--- src/rtl/sawtooth_ctrl_pkg.sv ---
// sawtooth_ctrl_pkg
//   Shared definitions for the sawtooth orbit controller: the FSM state
//   encoding and the default widths / datapath latency used by the top
//   and its countdown timer.
package sawtooth_ctrl_pkg;

    localparam int PRECISION_DEF   = 32;
    localparam int CNT_W_DEF       = 16;
    localparam int SAW_LATENCY_DEF = 24;

    typedef enum logic [2:0] {
        ST_IDLE,
        ST_ISSUE,
        ST_WAIT,
        ST_EMIT,
        ST_DONE
    } state_e;

    // Width of a down-counter that must hold the value lat-1.
    function automatic int lat_cnt_w(input int lat);
        return (lat > 2) ? $clog2(lat) : 1;
    endfunction

endpackage

--- src/rtl/sawtooth_lat_timer.sv ---
// sawtooth_lat_timer
//   Load/decrement countdown used to wait out the sawtooth datapath latency.
//   Ports:
//     clk, reset_n  : clock, synchronous active-low reset (clears the count)
//     load_i        : load load_val_i (has priority over dec_i)
//     load_val_i    : value to load
//     dec_i         : decrement by one; saturates at zero
//     zero_o        : count is zero
module sawtooth_lat_timer #(
    parameter int W = 5
) (
    input  logic         clk,
    input  logic         reset_n,
    input  logic         load_i,
    input  logic [W-1:0] load_val_i,
    input  logic         dec_i,
    output logic         zero_o
);

    logic [W-1:0] cnt_q;
    logic [W-1:0] cnt_d;

    always_comb begin
        cnt_d = cnt_q;
        if (load_i) begin
            cnt_d = load_val_i;
        end else if (dec_i && (cnt_q != '0)) begin
            cnt_d = cnt_q - 1'b1;
        end
    end

    always_ff @(posedge clk) begin
        if (!reset_n) begin
            cnt_q <= '0;
        end else begin
            cnt_q <= cnt_d;
        end
    end

    assign zero_o = (cnt_q == '0);

endmodule

--- src/rtl/sawtooth_iter_ctrl.sv ---
// sawtooth_iter_ctrl
//   Drives an external fixed-latency sawtooth map unit to iterate
//   x <- saw(x, epsilon), discards n_warmup transient iterates and then
//   streams n_iter iterates out as keystream words with valid/ready.
//   Ports:
//     clk, reset_n          : clock, synchronous active-low reset
//     start                 : begin an orbit (only honoured in IDLE)
//     x0, epsilon           : seed and map parameter, latched on start
//     n_warmup, n_iter      : discarded / emitted iterate counts
//     busy                  : high outside IDLE
//     saw_tvalid, saw_x,
//     saw_epsilon           : request to the sawtooth unit
//     saw_result            : sawtooth output, valid SAW_LATENCY cycles
//                             after the edge that samples saw_tvalid
//     ks_valid, ks_ready,
//     ks_data, ks_last      : keystream output handshake
//     done                  : one-cycle pulse when the orbit completes
//   All outputs are registers, updated on the same edge as the state.
module sawtooth_iter_ctrl
    import sawtooth_ctrl_pkg::*;
#(
    parameter int PRECISION   = PRECISION_DEF,
    parameter int SAW_LATENCY = SAW_LATENCY_DEF,
    parameter int CNT_W       = CNT_W_DEF
) (
    input  logic                 clk,
    input  logic                 reset_n,
    input  logic                 start,
    input  logic [PRECISION-1:0] x0,
    input  logic [PRECISION-1:0] epsilon,
    input  logic [CNT_W-1:0]     n_warmup,
    input  logic [CNT_W-1:0]     n_iter,
    output logic                 busy,
    output logic                 saw_tvalid,
    output logic [PRECISION-1:0] saw_x,
    output logic [PRECISION-1:0] saw_epsilon,
    input  logic [PRECISION-1:0] saw_result,
    output logic                 ks_valid,
    input  logic                 ks_ready,
    output logic [PRECISION-1:0] ks_data,
    output logic                 ks_last,
    output logic                 done
);

    localparam int TW = lat_cnt_w(SAW_LATENCY);
    localparam logic [TW-1:0] WAIT_LOAD = TW'(SAW_LATENCY - 1);

    state_e               state_q;
    logic [PRECISION-1:0] x_q;
    logic [CNT_W-1:0]     warm_rem_q;
    logic [CNT_W-1:0]     iter_rem_q;
    logic                 busy_q;
    logic                 saw_tvalid_q;
    logic [PRECISION-1:0] saw_x_q;
    logic [PRECISION-1:0] saw_eps_q;
    logic                 ks_valid_q;
    logic [PRECISION-1:0] ks_data_q;
    logic                 ks_last_q;
    logic                 done_q;

    logic tmr_zero;

    // Loaded while leaving ISSUE, i.e. on the edge that hands saw_tvalid to
    // the datapath; it reads zero on the edge SAW_LATENCY cycles later.
    sawtooth_lat_timer #(
        .W (TW)
    ) u_lat_timer (
        .clk        (clk),
        .reset_n    (reset_n),
        .load_i     (state_q == ST_ISSUE),
        .load_val_i (WAIT_LOAD),
        .dec_i      (state_q == ST_WAIT),
        .zero_o     (tmr_zero)
    );

    always_ff @(posedge clk) begin
        if (!reset_n) begin
            state_q      <= ST_IDLE;
            x_q          <= '0;
            warm_rem_q   <= '0;
            iter_rem_q   <= '0;
            busy_q       <= 1'b0;
            saw_tvalid_q <= 1'b0;
            saw_x_q      <= '0;
            saw_eps_q    <= '0;
            ks_valid_q   <= 1'b0;
            ks_data_q    <= '0;
            ks_last_q    <= 1'b0;
            done_q       <= 1'b0;
        end else begin
            case (state_q)
                ST_IDLE: begin
                    if (start) begin
                        x_q        <= x0;
                        saw_eps_q  <= epsilon;
                        warm_rem_q <= n_warmup;
                        iter_rem_q <= n_iter;
                        busy_q     <= 1'b1;
                        if (n_iter == '0) begin
                            state_q <= ST_DONE;
                            done_q  <= 1'b1;
                        end else begin
                            state_q      <= ST_ISSUE;
                            saw_tvalid_q <= 1'b1;
                            saw_x_q      <= x0;
                        end
                    end
                end

                ST_ISSUE: begin
                    saw_tvalid_q <= 1'b0;
                    state_q      <= ST_WAIT;
                end

                ST_WAIT: begin
                    if (tmr_zero) begin
                        x_q <= saw_result;
                        if (warm_rem_q != '0) begin
                            // Transient iterate: feed straight back, never shown.
                            warm_rem_q   <= warm_rem_q - 1'b1;
                            state_q      <= ST_ISSUE;
                            saw_tvalid_q <= 1'b1;
                            saw_x_q      <= saw_result;
                        end else begin
                            state_q    <= ST_EMIT;
                            ks_valid_q <= 1'b1;
                            ks_data_q  <= saw_result;
                            ks_last_q  <= (iter_rem_q == CNT_W'(1));
                        end
                    end
                end

                ST_EMIT: begin
                    // Stall here; nothing is reissued until the word is taken.
                    if (ks_ready) begin
                        ks_valid_q <= 1'b0;
                        ks_last_q  <= 1'b0;
                        iter_rem_q <= iter_rem_q - 1'b1;
                        if (iter_rem_q == CNT_W'(1)) begin
                            state_q <= ST_DONE;
                            done_q  <= 1'b1;
                        end else begin
                            state_q      <= ST_ISSUE;
                            saw_tvalid_q <= 1'b1;
                            saw_x_q      <= x_q;
                        end
                    end
                end

                ST_DONE: begin
                    done_q  <= 1'b0;
                    busy_q  <= 1'b0;
                    state_q <= ST_IDLE;
                end

                default: begin
                    state_q <= ST_IDLE;
                end
            endcase
        end
    end

    assign busy        = busy_q;
    assign saw_tvalid  = saw_tvalid_q;
    assign saw_x       = saw_x_q;
    assign saw_epsilon = saw_eps_q;
    assign ks_valid    = ks_valid_q;
    assign ks_data     = ks_data_q;
    assign ks_last     = ks_last_q;
    assign done        = done_q;

endmodule

--- config.mk ---
export PLATFORM = sky130hd
export DESIGN_NAME = sawtooth_iter_ctrl
export DESIGN_NICKNAME = d
export VERILOG_FILES = /design/src/rtl/sawtooth_ctrl_pkg.sv /design/src/rtl/sawtooth_lat_timer.sv /design/src/rtl/sawtooth_iter_ctrl.sv
export SDC_FILE = /design/constraint.sdc
export NUM_CORES = 1
export LEC_CHECK = 0
export ABC_AREA = 1
export CAP_MARGIN = 20
export CELL_PAD_IN_SITES_DETAIL_PLACEMENT = 0
export CELL_PAD_IN_SITES_GLOBAL_PLACEMENT = 1
export CORE_ASPECT_RATIO = 2
export CORE_UTILIZATION = 36
export CTS_CLUSTER_DIAMETER = 30
export CTS_CLUSTER_SIZE = 30
export DETAILED_ROUTE_END_ITERATION = 16
export PLACE_DENSITY = 0.84
export SLEW_MARGIN = 20
export SYNTH_ARGS = -nofsm -noshare
export SYNTH_HDL_FRONTEND = slang
export SYNTH_SLANG_ARGS = --single-unit
--- constraint.sdc ---
create_clock -name clk -period 3.4 [get_ports clk]
set_input_delay 0.34 -clock clk [delete_from_list [all_inputs] [get_ports clk]]
set_output_delay 0.34 -clock clk [all_outputs]
set_load 0.05 [all_outputs]
==> results.yml <==
status:
  status: "completed"
floorplanning:
  coreArea_um2: 23130
  start_util: 0.3660
  die_h_um: 218.9
  pin_count: 233
  rows: 79
  dieArea_um2: 24170
  die_w_um: 110.4
placed_design:
  gp_congestion: 0.9081
  dp_hpwl_um: 21460
  portBuffers: 232
synthesis:
  syn_area_per_cell_um2: 6.583
  yosys-top-cells-area: "dfxtp_1 41%, nand2_1 11%, nor2_1 10%, o21ai_0 8.7%, a21oi_1 8.0%"
  synth_flop_cell: "dfxtp_1"
  synth.net_count: 1423
  yosysSeqAreaShare: 0.4091
  synth.most_common_cell: "nand2_1"
  synth.distinct_cells: 34
  yosysWarnings: 0
  synth_edf_count: 0
  synth_cells: 1286
  synth-async-reset-ratio: 0
  ys_top_cells_by_count: "245 x nand2_1, 226 x nor2_1, 173 x dfxtp_1, 148 x o21ai_0, 136 x a21oi_1"
  yosysTopAreaCell: "dfxtp_1"
  syn_area_um2: 8466
  synth-seq-cells: 173
  yosysTopAreaCellShare: 0.4091
cts:
  htree_levels: 4
  numCtsBuffers: 17
  cts_tree: "done"
  cts_resized: 0
  cts-root-buf: "clkbuf_16"
  clkLatencyLatePin_ns: 0.46
  clkTransAtPathRegs_ns: 0.07
  clock_path_buffers: 2
  ctsHoldBuffers: 0
  postCtsSetupBuffers: 0
  clock_sinks: 173
setup_path:
  slowest_delay_ns: 0.61
  reg2reg_depth: 8
  critPathKind: "register to register"
  critical_path_arrival_ns: 2.84
  crit_path_max_fanout: 24
  worstSetupEndpointType: "register"
  crit_chain: "inv_2, nor2_4, nand2_1, nand2_2, inv_2, nor2_1, o21ai_0, a21oi_1"
  crit_start: "state_q[0]"
  critical_path.slowest_cell: "nor2_4"
  worst_path_dominant_cell_family: "simple AND/OR/NAND/NOR gates"
  cp_num_cells: 8
  critPathLaunchType: "register"
  crit_required_ns: 3.79
  crit_buf_inv: 2
  rr_startpoint: "state_q[0]"
  crit_path_frequent_cell: "inv_2"
min_path:
  hold_class: "input pin to register"
  worstHoldStart: "reset_n"
  hold_depth: 3
cells_and_area:
  multiInputGateArea_um2: 4220
  synthToLayoutAreaGrowth_pct: 35.99
  seq_area_um2: 3463
  drive_above_1_share: 0.05164
  n_antenna_cell: 0
  fin_nets: 1615
  final_util: 0.4977
  fillers: 2418
grt:
  grt_max_degree: 72
  gr-usage-all-layers: 0.2444
  grt_pass1_vias: 8654
  grt_pass1_wl_um: 45410
  overflow: 0
  antenna_found_initial: 0
sta:
  final_max_slew_viol_count: 0
  final-hold-violation-count: 0
  tns_ns: 0
  slew-limit-headroom: 0.3658
  finalClockSkew_ns: 0.01011
  period_minus_slack_ns: 2.456
  fmax_mhz: 407.2
  setup_violations: 0
  tightest_slew_ns: 0.9477
  rsz0062_at_grt: "no"
  period_share: 0.7223
power_and_ir_drop:
  p_clk_frac: 0.199
  p_per_area_nw_per_um2: 895.0
  p_sw_mw: 4.856
  p_int_mw: 5.448
  ir_drop_v: 0.0005371
  p_comb_frac: 0.503
  switching_share: 0.4713
  p_leak_nw: 4.901
  seqPwrFrac: 0.297
detailed_routing:
  num_vias: 9011
  drt_pre_antenna_iters: 7
  post-route-drc-count: 0
  first_iter_violations: 484
  avgRoutedWirePerCell_um: 16.59
  ant_nets: 0
  routed_wl_um: 29430
  viasPerCell: 5.079
run:
  cap_violations: 0
## cell type report
class / count / share of cell area
repair buffers: 246 / 0.2106
clock buffers: 18 / 0.03815
well taps: 283 / 0.03076
flip-flops and latches: 173 / 0.3008
clock inverters: 14 / 0.01456
multi-input cells: 922 / 0.3666
inverters: 118 / 0.03847
## worst register-to-register path: cells and delay by family (launching register included)
kind,cells,cell delay (ns)
AO/OA/AOI/OAI,2,0.25
buffers and inverters,2,0.33
flip-flops,1,0.51
AND/OR/NAND/NOR,4,1.30
## metrics by stage
stage,instance area [um2],worst slack (ns),hold WS (ns),total power [mW],std cells
global route,11510,0.6971,0.3220,11.04,1774
finish,11510,0.9441,0.3186,10.30,1774
global placement,10910,0.9964,0.4322,8.248,1742
detailed placement,10910,0.9583,0.4389,8.291,1742
CTS,11510,0.9374,0.2991,10.38,1774
floorplan,8466,1.798,0.4240,6.764,1286
## layout by cell type (no fill, tap or decap), drive strengths merged, types with 4 or more instances in the layout
cell type / Yosys / layout
o21bai: 4 / 4
nand4: 10 / 10
o22ai: 4 / 4
clkinv: 0 / 6
a21oi: 137 / 137
o21ai: 156 / 156
a31oi: 4 / 4
clkbuf: 38 / 18
xor2: 6 / 6
buf: 35 / 15
nand2: 252 / 252
ha: 5 / 5
dfxtp: 173 / 173
or2: 4 / 4
nor2: 230 / 230
clkdlybuf4s50: 0 / 231
nor3: 7 / 7
nand3: 98 / 98
inv: 118 / 120
## power by group through the flow
| stage | logic, mW | registers [mW] | clock network, mW |
|---|---|---|---|
| after floorplan | 2.80 | 3.96 | 0 |
| after global placement | 5.16 | 3.09 | 0 |
| after detailed placement | 5.19 | 3.10 | 0 |
| after CTS | 5.21 | 3.07 | 2.10 |
| after global routing | 5.72 | 3.14 | 2.18 |
| final | 5.18 | 3.07 | 2.06 |
## state kept, by name (all words and copies together), names as in the netlist
| signal | flops |
|---|---|
| ks_data | 32 |
| saw_epsilon | 32 |
| saw_x | 32 |
| x_q | 32 |
| iter_rem_q | 16 |
| warm_rem_q | 16 |
| u_lat_timer.cnt_q | 5 |
| state_q | 3 |
| busy | 1 |
| done | 1 |
| ks_last | 1 |
| ks_valid | 1 |
| saw_tvalid | 1 |
## cells by family (layout without fill, tap and decap cells)
group           after synthesis  after routing  synth area share
simple gates                603            603            0.2968
xor+xnor                      7              7          0.007242
buf+inv                     191            396           0.09326
fa+ha+maj                     5              5          0.007390
compound gates              307            307            0.1862
flops                       173            173            0.4091
## metal layers
metal / vias up / wire (um) / GRT usage / share of wire
li1: 4543 / - / - / -
met5: - / 0 / 0 / 0
met4: 0 / 1385 / 0.1338 / 0.047
met2: 263 / 16410 / 0.4743 / 0.56
met3: 66 / 1378 / 0.05385 / 0.047
met1: 4139 / 10270 / 0.2351 / 0.35
## final timing paths
kind	to	slack [ns]
setup / recovery	iter_rem_q[8]	0.94
hold / removal	saw_x[2]	0.32
setup reg to reg	iter_rem_q[8]	0.94
hold reg to reg	x_q[22]	0.45
Note: power is estimated with default switching activity, not from simulation.
